**src/rtl/prog_clk_div.sv**
```systemverilog
// Programmable clock divider with a runtime-configurable period and high time.
// New settings are held in shadow registers and take effect only at a period boundary.
module prog_clk_div #(
    parameter int unsigned          WIDTH       = 28,
    parameter logic [WIDTH-1:0]     DEFAULT_DIV = 28'd202429
) (
    input  logic             clock_in,
    input  logic             reset,
    input  logic             enable,
    input  logic             load,
    input  logic [WIDTH-1:0] div_in,
    input  logic [WIDTH-1:0] hi_in,
    output logic             clock_out,
    output logic             tick,
    output logic             pending,
    output logic             cfg_err
);

    typedef enum logic {StIdle, StRun} state_e;

    localparam logic [WIDTH-1:0] DefaultHi = DEFAULT_DIV >> 1;
    localparam logic [WIDTH-1:0] One       = WIDTH'(1);
    localparam logic [WIDTH-1:0] Two       = WIDTH'(2);

    state_e           state_q, state_d;
    logic [WIDTH-1:0] cnt_q, cnt_d;
    logic [WIDTH-1:0] div_act_q, div_act_d;
    logic [WIDTH-1:0] hi_act_q, hi_act_d;
    logic [WIDTH-1:0] div_sh_q, div_sh_d;
    logic [WIDTH-1:0] hi_sh_q, hi_sh_d;
    logic             pending_q, pending_d;
    logic             cfg_err_q, cfg_err_d;
    logic             clock_out_q, clock_out_d;
    logic             tick_q, tick_d;

    logic             load_ok;
    logic             wrap;
    logic [WIDTH-1:0] hi_clamp;

    always_comb begin
        load_ok  = load && (div_in >= Two);
        wrap     = (cnt_q >= div_act_q - One);
        hi_clamp = hi_in;
        if (hi_in == '0) begin
            hi_clamp = One;
        end else if (hi_in >= div_in) begin
            hi_clamp = div_in - One;
        end
    end

    always_comb begin
        state_d   = state_q;
        cnt_d     = cnt_q;
        div_act_d = div_act_q;
        hi_act_d  = hi_act_q;
        div_sh_d  = div_sh_q;
        hi_sh_d   = hi_sh_q;
        pending_d = pending_q;
        cfg_err_d = load && !load_ok;

        unique case (state_q)
            StIdle: begin
                cnt_d = '0;
                if (load_ok) begin
                    div_act_d = div_in;
                    hi_act_d  = hi_clamp;
                end
                if (enable) begin
                    state_d = StRun;
                end
            end
            StRun: begin
                if (!enable) begin
                    state_d   = StIdle;
                    cnt_d     = '0;
                    pending_d = 1'b0;
                    if (pending_q) begin
                        div_act_d = div_sh_q;
                        hi_act_d  = hi_sh_q;
                    end
                    // A load on the way out has nowhere to wait, so it goes live directly.
                    if (load_ok) begin
                        div_act_d = div_in;
                        hi_act_d  = hi_clamp;
                    end
                end else begin
                    if (wrap) begin
                        cnt_d = '0;
                        if (pending_q) begin
                            div_act_d = div_sh_q;
                            hi_act_d  = hi_sh_q;
                            pending_d = 1'b0;
                        end
                    end else begin
                        cnt_d = cnt_q + One;
                    end
                    // Overwrites the shadow after it has been consumed at this boundary.
                    if (load_ok) begin
                        div_sh_d  = div_in;
                        hi_sh_d   = hi_clamp;
                        pending_d = 1'b1;
                    end
                end
            end
            default: begin
                state_d = StIdle;
                cnt_d   = '0;
            end
        endcase

        // Outputs are registered from next-state so they line up with cnt_q.
        clock_out_d = (state_d == StRun) && (cnt_d < hi_act_d);
        tick_d      = (state_d == StRun) && (cnt_d == '0);
    end

    always_ff @(posedge clock_in) begin
        if (reset) begin
            state_q     <= StIdle;
            cnt_q       <= '0;
            div_act_q   <= DEFAULT_DIV;
            hi_act_q    <= DefaultHi;
            div_sh_q    <= DEFAULT_DIV;
            hi_sh_q     <= DefaultHi;
            pending_q   <= 1'b0;
            cfg_err_q   <= 1'b0;
            clock_out_q <= 1'b0;
            tick_q      <= 1'b0;
        end else begin
            state_q     <= state_d;
            cnt_q       <= cnt_d;
            div_act_q   <= div_act_d;
            hi_act_q    <= hi_act_d;
            div_sh_q    <= div_sh_d;
            hi_sh_q     <= hi_sh_d;
            pending_q   <= pending_d;
            cfg_err_q   <= cfg_err_d;
            clock_out_q <= clock_out_d;
            tick_q      <= tick_d;
        end
    end

    assign clock_out = clock_out_q;
    assign tick      = tick_q;
    assign pending   = pending_q;
    assign cfg_err   = cfg_err_q;

endmodule

```
**config.mk**
```make
export PLATFORM = sky130hd
export DESIGN_NAME = prog_clk_div
export DESIGN_NICKNAME = d
export VERILOG_FILES = /design/src/rtl/prog_clk_div.sv
export SDC_FILE = /design/constraint.sdc
export NUM_CORES = 1
export LEC_CHECK = 0
export BUFFER_PORTS_ARGS = -buffer_cell sky130_fd_sc_hd__clkbuf_2
export CORE_ASPECT_RATIO = 1.1
export CORE_MARGIN = 2
export CORE_UTILIZATION = 50
export CTS_CLUSTER_DIAMETER = 100
export CTS_CLUSTER_SIZE = 14
export DETAILED_ROUTE_END_ITERATION = 6
export PLACE_DENSITY = 0.77
export REMOVE_ABC_BUFFERS = 1
export SLEW_MARGIN = 20
export SYNTH_ARGS = -nofsm -noshare
export SYNTH_HDL_FRONTEND = slang
export SYNTH_SLANG_ARGS = --single-unit
```
**constraint.sdc**
```tcl
create_clock -name clock_in -period 12.73 [get_ports clock_in]
set_input_delay 1.273 -clock clock_in [delete_from_list [all_inputs] [get_ports clock_in]]
set_output_delay 1.273 -clock clock_in [all_outputs]
set_load 0.05 [all_outputs]
```
* Word level (Yosys, flattened, before mapping)
Cells that the tools add are included.
** Storage, ports and cells
- Register bits after elaboration :: 145
- Input port bits :: 60
- Word-level logic and storage cells :: 52
** Operators by class
- $add $sub $neg :: 3
- Order comparisons :: 4
- Eq/ne operators :: 3
- Muxes and demuxes :: 21
- Bitwise logic cells :: 1
- Reductions and logical operators :: 10
** Operator list (count)
- 28-bit two-way mux :: 14
- 28-bit one-hot mux with 2 select lines :: 3
- 28-bit greater-or-equal comparator :: 2
- 28-bit logical NOT :: 2
- 28-bit by 1-bit subtractor with 28-bit output, second input constant :: 2
- 28-bit by 1-bit adder with 28-bit output, second input constant :: 1
- 28-bit by 2-bit greater-or-equal comparator with 1-bit output, second input constant :: 1
- 28-bit less-than comparator :: 1
- 1-bit logical AND :: 4
- 1-bit two-way mux :: 4
- 2-bit AND reduction :: 2
- 3-bit by 1-bit inequality test with 1-bit output, second input constant :: 1
- 3-bit by 2-bit inequality test with 1-bit output, second input constant :: 1
- 3-bit AND reduction :: 1
- 2-bit inequality test, second input constant :: 1
- 1-bit logical NOT :: 1
- 1-bit inverter :: 1

* Longest topological paths before layout
- Word-level depth :: 8
- Mapped depth :: 26
- Depth with buffers taken out :: 24

* Worst setup path before layout
OpenSTA, ideal clock, no wires.
- Path kind :: register to register
- Start point :: register div_act_q[6]
- End point :: register clock_out_q, in the netlist clock_out
- Library setup time :: 0.129 ns
- Arrival time :: 5.457 ns
- Data required time :: 12.601 ns
- Path slack :: 7.144 ns
- Stages on the path, launching flop included :: 23
- Clock period less this slack :: 5.586 ns
- Cell sequence :: dfxtp_1 or4_1 nor4_2 nand4_1 or4_1 nor4_1 xnor2_1 ha_1 a21oi_1 nand2_1 a211oi_1 o21ai_1 nand2_1 buf_4 buf_6 mux2i_1 a21o_1 ha_1 nand4_1 nor4_1 or4b_2 nor2_1 a221oi_2
** On the way
- Longest elaborated chain between the ends :: 7
- Elaborated cells between the ends (all ways) :: 10
** RTL lines
- from (decl) :: RTL line 27 : logic [WIDTH-1:0] div_act_q, div_act_d;
- from (signal assigned) :: RTL line 131 : div_act_q <= div_act_d;
- 28-bit by 1-bit subtractor with 28-bit output * :: RTL line 42 : wrap = (cnt_q >= div_act_q - One);
- 28-bit greater-or-equal comparator * :: RTL line 42
- 28-bit two-way mux :: RTL line 87 : if (wrap) begin
- 28-bit two-way mux :: RTL line 73 : if (!enable) begin
- 28-bit one-hot mux with 2 select lines :: RTL line 61 : unique case (state_q)
- 28-bit less-than comparator * :: RTL line 112 : clock_out_d = (state_d == StRun) && (cnt_d < hi_act_d);
- 1-bit logical AND * :: RTL line 112
- to (signal assigned) :: RTL line 137 : clock_out_q <= clock_out_d;
- to (decl) :: RTL line 33 : logic clock_out_q, clock_out_d;
Mark *: on every way between the ends. The rest lies on a longest branch, timed or not.
A chain may end at the register's enable or synchronous reset.

* Final worst setup path
- Start point :: register div_act_q[7]
- End point :: register clock_out_q, in the netlist clock_out
Same word-level chain as after synthesis.

==> impl_metrics.py <==
metrics = {
    "sta": {
        "clock_skew_ns": 0.01009,
        "layout_min_cycle_time_ns": 6.471,
        "slew_headroom_pct": 27.01,
        "fin_crit_sh_pct": 50.83,
        "fmax_mhz": 154.5,
        "tightest_slew_ns": 1.094,
        "setup_violations": 0,
        "tns_ns": 0,
        "rsz0062_at_grt": "no",
        "slew_viol_final": 0,
        "hold_viol": 0,
    },
    "critical_path": {
        "crit_buf_inv": 0,
        "cp_slowest_cell": "or4b_2",
        "end_kind": "flip-flop",
        "critPathTopFamily": "simple AND/OR/NAND/NOR gates",
        "worstSetupPathType": "reg -> reg",
        "critPathRequiredTime_ns": 13.03,
        "cp_cell_sequence": "or4_1 -> nor4_2 -> nand4_1 -> or4_1 -> nor4_1 -> xnor2_1 -> ha_1 -> a21oi_1 -> nand2_1 -> a211oi_1 -> o21ai_1 -> nand2_2 -> mux2_2 -> o21ai_0 -> ha_1 -> nand4_1 -> nor4_1 -> or4b_2 -> nor2_1 -> a221oi_2",
        "cp_data_arrival_time_ns": 6.77,
        "start_kind": "flip-flop",
        "max_stage_delay_ns": 0.66,
        "crit_fanout": 22,
    },
    "synthesis": {
        "synth_cell_types": 75,
        "syn-cell-area_sq_um": 10210,
        "yosys_warnings": 0,
        "synth_flop_cell": "dfxtp_1",
        "seq_area_frac_synth_pct": 28.43,
        "syn_avg_cell_area_sq_um": 7.952,
        "synth-edff-count": 0,
        "synth.top_cell.area_share_pct": 28.43,
        "synthTopCellsByArea": "dfxtp_1 (28%), ha_1 (11%), xnor2_1 (5.0%)",
        "postSynth.asyncResetShare_pct": 0,
        "ys_seq_elements": 145,
        "syn_inst": 1284,
        "yosys.area.top_type": "dfxtp_1",
    },
    "detailed_routing": {
        "via_per_inst": 6.566,
        "ant_nets": 0,
        "drtIter0Drc": 1189,
        "drt-total-wl_um": 32450,
        "firstDrtPassIters": 7,
        "routedWlPerCell_um": 20.72,
        "drc": 1,
        "dr_total_vias": 10280,
    },
    "place": {
        "dp.cells": 1535,
        "gp_congestion": 0.9735,
        "io_buffers": 63,
        "dp.final_hpwl_um": 23790,
    },
    "status": {
        "violations": "design-rule violations",
        "status": "finished, violations left",
    },
    "power": {
        "leakage_nw": 4.375,
        "p_total_mw": 1.210,
        "clkPwrFrac_pct": 41.2,
        "p_seq_share_pct": 40.7,
        "peakVddDrop_v": 0.0001033,
        "comb_power_share_pct": 18.1,
        "p_int_uw": 846.5,
        "switchingPower_uw": 363.8,
        "powerDensity_nw_per_um2": 108.7,
        "p_sw_share_pct": 30.06,
    },
    "die": {
        "rows": 54,
        "fp.coreArea_sq_um": 19930,
        "die_w_um": 140.2,
        "io_pins": 64,
        "die_y_um": 153.9,
        "fp.dieArea_sq_um": 21580,
        "initial_core_util_pct": 51.22,
    },
    "cts": {
        "clock_sinks": 145,
        "clk_pin_slew_ns": 0.06,
        "cts_buffers": 17,
        "cts_root_buf": "clkbuf_16",
        "cts_tree": "built",
        "cts.repair.resized": 0,
        "insertion_delay_ns": 0.43,
        "ctsHoldBuffers": 0,
        "cts.path.max_buffers": 2,
        "htree_num_levels": 4,
        "cts_setup_buffers": 0,
    },
    "layout": {
        "multi_input_area_sq_um": 6726,
        "final_common_cell": "dfxtp_1",
        "layout-drive-gt1-share_pct": 11.26,
        "syn_to_final_growth_pct": 9.081,
        "fin_cells": 1566,
        "layout.nets": 1449,
        "final_cell_mix": "dfxtp_1 (145), nor2_1 (122), nand2_1 (116)",
        "seq_area_sq_um": 2903,
        "n_antenna_cell": 0,
        "filler_cell_count": 1811,
    },
    "grt": {
        "overflow": 0,
        "grt_max_degree": 84,
        "grt_pass1_vias": 9531,
        "antenna_found_initial": 0,
        "grt_pass1_wl_um": 51290,
        "grt_usage_pct": 29.97,
    },
    "flow_run": {
        "maxCapViolCount": 0,
    },
    "hold_path": {
        "min_path_type": "reg -> reg",
    },
}
[metal layers]
metal	vias up	share of wire (%)	global-route usage [%]
met5	-	0	0
met4	0	5.9	15.63
met3	109	7.8	5.357
met2	530	45	47.76
met1	4836	42	38.81
li1	4807	-	-
[kinds of logic after synthesis]
kind of cell	Yosys count	share of synthesized area [%]
AOI/OAI and AO/OA	352	22.93
DFF	145	28.43
buffers and inverters	134	5.784
xor gates and xnor gates	76	6.520
and+or+nand+nor	454	21.94
muxes	36	3.738
adders and majority gates	87	10.66
[stage by stage]
step                area, sq um  utilization (%)  worst slack, ns  hold WS (ns)
floorplan                  9844                -            6.536        0.4264
global placement          10560            52.97            6.222        0.4382
detailed placement        10560            52.97            5.984        0.4436
CTS                       11130            55.86            5.958        0.4511
global route              11140            55.88            5.608        0.4732
finish                    11140            55.88            6.259        0.4482
[worst paths after layout]
| check | slack [ns] | from | depth (start not counted) | to |
|---|---|---|---|---|
| worst max-delay path | 6.26 | div_act_q[7] | 20 | clock_out |
| worst max register to register | 6.26 | div_act_q[7] | 20 | clock_out |
| worst min-delay path | 0.45 | div_sh_q[14] | 2 | div_sh_q[14] |
| worst min register to register | 0.45 | div_sh_q[14] | 2 | div_sh_q[14] |
[cells in the mapped netlist (8+ instances only)]
cell type	instances
a21o_1	13
a21oi_1	98
a221oi_1	26
a22oi_1	15
a2bb2oi_1	11
and2_1	8
and3_1	11
buf_2	14
clkbuf_1	45
dfxtp_1	145
ha_1	87
inv_1	59
mux2_2	17
mux2i_1	19
nand2_1	118
nand3_1	32
nand4_1	38
nor2_1	124
nor3_1	29
nor4_1	24
o211ai_1	25
o21ai_0	71
o21ai_1	13
o22ai_1	11
o32a_1	9
or3_1	36
xnor2_1	58
xor2_1	18
[power groups by stage]
stage / logic [mW] / registers (mW) / clock network (mW)
after floorplan: 0.133 / 0.498 / 0
after detailed placement: 0.213 / 0.501 / 0
after global placement: 0.208 / 0.501 / 0
after global routing: 0.238 / 0.494 / 0.519
after CTS: 0.214 / 0.492 / 0.501
final: 0.219 / 0.492 / 0.499
[area by class of cell]
cell class	instances	share of cell area (%)
inverters	60	2.022
clock buffers	18	3.943
well taps	252	2.831
repair buffers	73	3.505
multi-input cells	1005	60.40
flip-flops and latches	145	26.06
clock inverters	13	1.236
[registers in the layout, indices dropped and copies added, names as in the netlist]
register   count
cfg_err        1
clock_out      1
cnt_q         28
div_act_q     28
div_sh_q      28
hi_act_q      28
hi_sh_q       28
pending        1
state_q        1
tick           1
[tightest hold or removal path, cell delays in order, from the launching register on]
cell,delay (ns)
dfxtp_1,0.30
nand2_1,0.05
a21oi_1,0.05
Note: power is estimated with default switching activity, not from simulation.
